[src/rtl/cmdq_ximm_issue.sv]
// Command/immediate pairing issue stage: two circular FIFOs feed a single issue
// slot that only presents a flagged command once its immediate is available.
module cmdq_ximm_issue #(
  parameter int CMD_W  = 8,
  parameter int XIMM_W = 32,
  parameter int DEPTH  = 4,
  parameter int TMO    = 15
) (
  input  logic                    clk,
  input  logic                    reset,
  input  logic                    io_enq_cmdq_valid,
  input  logic [CMD_W-1:0]        io_enq_cmdq_bits,
  output logic                    io_enq_cmdq_ready,
  input  logic                    io_enq_ximm1q_valid,
  input  logic [XIMM_W-1:0]       io_enq_ximm1q_bits,
  output logic                    io_enq_ximm1q_ready,
  output logic                    io_deq_valid,
  input  logic                    io_deq_ready,
  output logic [CMD_W-1:0]        io_deq_cmd,
  output logic [XIMM_W-1:0]       io_deq_imm,
  output logic                    io_deq_has_imm,
  output logic [$clog2(DEPTH):0]  io_cmdq_count,
  output logic [$clog2(DEPTH):0]  io_ximm1q_count,
  output logic                    io_imm_timeout
);

  localparam int AW = $clog2(DEPTH);
  localparam int CW = AW + 1;
  localparam int SW = (TMO > 1) ? $clog2(TMO + 1) : 1;
  localparam logic [CW-1:0] FULL  = CW'(DEPTH);
  localparam logic [SW-1:0] TMO_V = SW'(TMO);

  typedef enum logic [1:0] {IDLE, READY, WAIT_IMM} state_e;

  logic [CMD_W-1:0]  cmd_mem_q [DEPTH];
  logic [XIMM_W-1:0] imm_mem_q [DEPTH];

  logic [AW-1:0] cmd_wr_q, cmd_wr_d, cmd_rd_q, cmd_rd_d;
  logic [AW-1:0] imm_wr_q, imm_wr_d, imm_rd_q, imm_rd_d;
  logic [CW-1:0] cmd_cnt_q, cmd_cnt_d, imm_cnt_q, imm_cnt_d;
  logic [SW-1:0] stall_q, stall_d;
  logic          timeout_q, timeout_d;

  state_e state;
  logic   cmd_push, cmd_pop, imm_push, imm_pop, head_flag, fire;

  // Readies depend only on registered counts, so a pop never frees a slot
  // within the same cycle.
  assign io_enq_cmdq_ready   = (cmd_cnt_q != FULL);
  assign io_enq_ximm1q_ready = (imm_cnt_q != FULL);

  assign cmd_push  = io_enq_cmdq_valid & io_enq_cmdq_ready;
  assign imm_push  = io_enq_ximm1q_valid & io_enq_ximm1q_ready;
  assign head_flag = cmd_mem_q[cmd_rd_q][CMD_W-1];

  always_comb begin
    state = IDLE;
    if (cmd_cnt_q == '0)                         state = IDLE;
    else if (!head_flag || (imm_cnt_q != '0))    state = READY;
    else                                         state = WAIT_IMM;
  end

  assign io_deq_valid   = (state == READY);
  assign fire           = io_deq_valid & io_deq_ready;
  assign cmd_pop        = fire;
  assign imm_pop        = fire & head_flag;
  assign io_deq_has_imm = io_deq_valid & head_flag;
  assign io_deq_cmd     = io_deq_valid ? cmd_mem_q[cmd_rd_q] : '0;
  assign io_deq_imm     = io_deq_has_imm ? imm_mem_q[imm_rd_q] : '0;

  assign io_cmdq_count   = cmd_cnt_q;
  assign io_ximm1q_count = imm_cnt_q;
  assign io_imm_timeout  = timeout_q;

  // NOTE: every variable assigned in always_comb gets a default first, so no
  // path leaves it unassigned and no latch is inferred.
  always_comb begin
    cmd_wr_d  = cmd_wr_q;
    cmd_rd_d  = cmd_rd_q;
    cmd_cnt_d = cmd_cnt_q;
    imm_wr_d  = imm_wr_q;
    imm_rd_d  = imm_rd_q;
    imm_cnt_d = imm_cnt_q;

    if (cmd_push) cmd_wr_d = cmd_wr_q + AW'(1);
    if (cmd_pop)  cmd_rd_d = cmd_rd_q + AW'(1);
    if (imm_push) imm_wr_d = imm_wr_q + AW'(1);
    if (imm_pop)  imm_rd_d = imm_rd_q + AW'(1);

    case ({cmd_push, cmd_pop})
      2'b10:   cmd_cnt_d = cmd_cnt_q + CW'(1);
      2'b01:   cmd_cnt_d = cmd_cnt_q - CW'(1);
      default: cmd_cnt_d = cmd_cnt_q;
    endcase

    case ({imm_push, imm_pop})
      2'b10:   imm_cnt_d = imm_cnt_q + CW'(1);
      2'b01:   imm_cnt_d = imm_cnt_q - CW'(1);
      default: imm_cnt_d = imm_cnt_q;
    endcase
  end

  always_comb begin
    stall_d = '0;
    if (state == WAIT_IMM)
      stall_d = (stall_q == TMO_V) ? stall_q : stall_q + SW'(1);
    timeout_d = timeout_q | (stall_q == TMO_V);
  end

  // NOTE: sequential state uses non-blocking assignments so every flop samples
  // the pre-edge values regardless of statement order.
  always_ff @(posedge clk or negedge reset) begin
    if (!reset) begin
      cmd_wr_q  <= '0;
      cmd_rd_q  <= '0;
      cmd_cnt_q <= '0;
      imm_wr_q  <= '0;
      imm_rd_q  <= '0;
      imm_cnt_q <= '0;
      stall_q   <= '0;
      timeout_q <= 1'b0;
    end else begin
      cmd_wr_q  <= cmd_wr_d;
      cmd_rd_q  <= cmd_rd_d;
      cmd_cnt_q <= cmd_cnt_d;
      imm_wr_q  <= imm_wr_d;
      imm_rd_q  <= imm_rd_d;
      imm_cnt_q <= imm_cnt_d;
      stall_q   <= stall_d;
      timeout_q <= timeout_d;
    end
  end

  // NOTE: storage arrays are not reset; the counts gate every read, so stale
  // contents are never observable and the arrays can map to plain RAM.
  always_ff @(posedge clk) begin
    if (cmd_push) cmd_mem_q[cmd_wr_q] <= io_enq_cmdq_bits;
    if (imm_push) imm_mem_q[imm_wr_q] <= io_enq_ximm1q_bits;
  end

endmodule

[config.mk]
export PLATFORM = sky130hd
export DESIGN_NAME = cmdq_ximm_issue
export DESIGN_NICKNAME = d
export VERILOG_FILES = /design/src/rtl/cmdq_ximm_issue.sv
export SDC_FILE = /design/constraint.sdc
export NUM_CORES = 1
export LEC_CHECK = 0
export CAP_MARGIN = 20
export CORE_ASPECT_RATIO = 0.5
export CORE_MARGIN = 3
export CORE_UTILIZATION = 30
export CTS_BUF_LIST = sky130_fd_sc_hd__clkbuf_4 sky130_fd_sc_hd__clkbuf_8
export CTS_CLUSTER_SIZE = 24
export DETAILED_ROUTE_END_ITERATION = 10
export DONT_BUFFER_PORTS = 1
export PLACE_DENSITY = 0.56
export SLEW_MARGIN = 20
export SYNTH_ARGS = -nofsm -noshare
export SYNTH_HDL_FRONTEND = slang
export SYNTH_SLANG_ARGS = --single-unit
[constraint.sdc]
create_clock -name clk -period 4.93 [get_ports clk]
set_input_delay 0.2465 -clock clk [delete_from_list [all_inputs] [get_ports clk]]
set_output_delay 0.2465 -clock clk [all_outputs]
set_load 0.02 [all_outputs]
==> impl_metrics.ini <==
[floorplan]
die_x_um = 224.9
core_area_um2 = 23180
dieArea_um2 = 25970
die_h_um = 115.5
start_util_pct = 31.01
num_rows = 39
io-pin-count = 96

[synth]
yosys.area.top_type = edfxtp_1
syn_area_um2 = 7188
yosys_warnings = 0
async_flop_share_pct = 10.61
yosysSeqAreaShare_pct = 73.46
netlist_instances = 362
synth_area_leaders = edfxtp_1 67%, mux4_2 13%, dfrtp_1 6.6%, nor2b_1 2.8%, ha_1 1.9%
syn_area_per_cell_um2 = 19.86
synth_top_area_share_pct = 66.84
synth_ff_type = edfxtp_1
ys_ff_latch = 179
synth_edf_count = 160
synth_nets = 420
ys_types = 35

[sta]
finalClockSkew_ns = 0.01452
max_freq_mhz = 322.9
finalSetupTns_ns = 0
rsz0062_at_grt = false
hold_ws_ns = 0.03484
period_needed_ns = 3.097
relSlewSlack_pct = 37.41
maxSlewViolCount = 0
final_hold_viol_count = 0
tightest_slew_ns = 0.9389
fin_crit_sh_pct = 62.81
finalSetupViolations = 0

[detailed_routing]
antenna_left = 0
drt-total-wl_um = 13320
drc = 0
first_iter_violations = 262
vias = 3278
drt-vias-per-instance = 4.497
firstDrtPassIters = 4
wire_per_inst_um = 18.27

[power_and_ir_drop]
powerDensity_nw_per_um2 = 585.9
leakage_nw = 2.766
ir_worst_vdd_v = 0.0001827

[grt]
grt_pass1_wl_um = 20860
grt-ovfl-total = 0
antenna_found_initial = 1
track_usage_pct = 10.75
grt_pass1_vias = 3491
grt_max_degree = 34

[clock_tree]
cts_buffers = 17
ctsHtreeMaxLevel = 4
numClockSinks = 179
cts_resized = 0
ctsLongestPathBuffers = 2
clk_pin_slew_ns = 0.10
cts_root_buffer = clkbuf_8
insertion_delay_ns = 0.45
cts_tree = yes

[critical_path]
path_delay_family = simple AND/OR/NAND/NOR gates
crit_path_end_kind = output pin
crit_type = flip-flop to output pin
crit_chain = mux4_2 -> nand3_2 -> nor2b_1
arrival_ns = 2.85
critPathSlowestCell = dfrtp_1
reg2reg_slack_ns = 2.24
worstPathRequired_ns = 4.68
critPathMaxFanout = 33
crit_path_max_incr_delay_ns = 0.69
crit_buf_inv = 0
cp-start-kind = flip-flop

[final_layout]
final_common_cell = edfxtp_1
antenna_cells = 0
drive_above_1_share_pct = 19.67
final_cell_mix = 160 x edfxtp_1, 42 x dlygate4sd3_1, 40 x mux4_2
syn2layout_area_growth_pct = 15.40
layout.nets = 467

[run]
maxCapViolCount = 0

[status]
status = completed

[placed_design]
place_congestion = 0.6883
hpwl_um = 8193
port_buffers = 0

[hold_path]
hp-class = input port to flip-flop
[cell usage after synthesis, types with 2 or more instances]
cell type  instances
edfxtp_1         160
mux4_2            40
nor2b_1           32
dfrtp_1           19
inv_1             15
ha_1              11
and2_1             9
and3_1             8
xnor2_1            7
nor2_1             6
buf_2              5
clkbuf_1           5
xor2_1             5
buf_6              4
mux2_2             3
mux2i_1            3
nand2_1            3
nand3_1            3
nor3_1             3
a21oi_1            2
fa_1               2
o21ai_0            2
or3_1              2
or3b_1             2
[layer usage]
layer  track usage, %  wire length, um  up-vias  part of all wire, %
met5                0                7        -                0.053
met4            2.199               89        2                 0.67
met3            3.695              569        8                  4.3
met2            18.28             6861       46                   52
met1            13.57             5789     1724                   43
li1                 -                -     1498                    -
[worst min-delay path, delay by kind of cell]
family / cells / cell delay, ns
AND/OR/NAND/NOR: 2 / 0.14
XOR/XNOR: 1 / 0.06
[area by class of cell]
type / count / area [um^2]
Fill cell: 2141 / 14880
Sequential cell: 179 / 5283
Multi-Input combinational cell: 153 / 1760
Timing Repair Buffer: 43 / 427.9
Tap cell: 307 / 384.1
Clock buffer: 18 / 241.5
Clock inverter: 14 / 142.6
Inverter: 15 / 56.30
[path summary, 6_finish.rpt]
check	startpoint	end	cells after the start
min reg2reg	imm_wr_q[1]	imm_wr_q[1]	1
min in group asynchronous	reset	cmd_rd_q[1]	1
max	cmd_rd_q[0]	io_deq_imm[16]	3
min	io_deq_ready	imm_rd_q[1]	3
max in group asynchronous	reset	imm_rd_q[0]	1
max reg2reg	cmd_rd_q[0]	io_cmdq_count[2]	8
[power breakdown]
part / total, mW / internal, mW / switching (mW) / leakage, nW
Sequential: 2.31 / 2.01 / 0.295 / 1.70
Clock: 0.959 / 0.382 / 0.576 / 0.190
Combinational: 1.59 / 0.635 / 0.960 / 0.878
[kinds of logic (layout without fill, tap and decap cells)]
kind of cell | count (synthesis) | count (layout) | share of synthesized area, %
flip-flops | 179 | 179 | 73.46
multiplexers | 46 | 46 | 13.42
adder cells (fa/ha/maj) | 13 | 13 | 2.472
AO/OA/AOI/OAI | 9 | 9 | 0.9575
XOR/XNOR | 12 | 12 | 1.462
AND/OR/NAND/NOR | 73 | 73 | 6.110
buffers and inverters | 30 | 90 | 2.123
[registers in the layout, indices dropped and copies added, names as in the netlist]
| signal | cells |
|---|---|
| imm_mem_q | 128 |
| cmd_mem_q | 32 |
| stall_q | 4 |
| io_cmdq_count | 3 |
| io_ximm1q_count | 3 |
| cmd_rd_q | 2 |
| cmd_wr_q | 2 |
| imm_rd_q | 2 |
| imm_wr_q | 2 |
| io_imm_timeout | 1 |
[stage by stage]
| step | total power [mW] | util (%) | cell area (um^2) | instances | setup slack (ns) |
|---|---|---|---|---|---|
| after CTS | 4.977 | 35.79 | 8295 | 729 | 1.663 |
| after floorplan | 3.639 | - | 7188 | 362 | 2.584 |
| after detailed placement | 3.975 | 32.32 | 7491 | 655 | 2.173 |
| final | 4.861 | 35.79 | 8295 | 729 | 1.833 |
| after global placement | 3.956 | 32.32 | 7491 | 655 | 2.240 |
| after global routing | 5.191 | 35.79 | 8295 | 729 | 1.471 |
[what timing repair did]
| action | in CTS | in global routing |
|---|---|---|
| buffers inserted | 0 | 0 |
| hold buffers | 42 | 0 |
| endpoints found under the hold margin | 181 | 0 |
No activity file was read; power rests on OpenSTA's default activity.
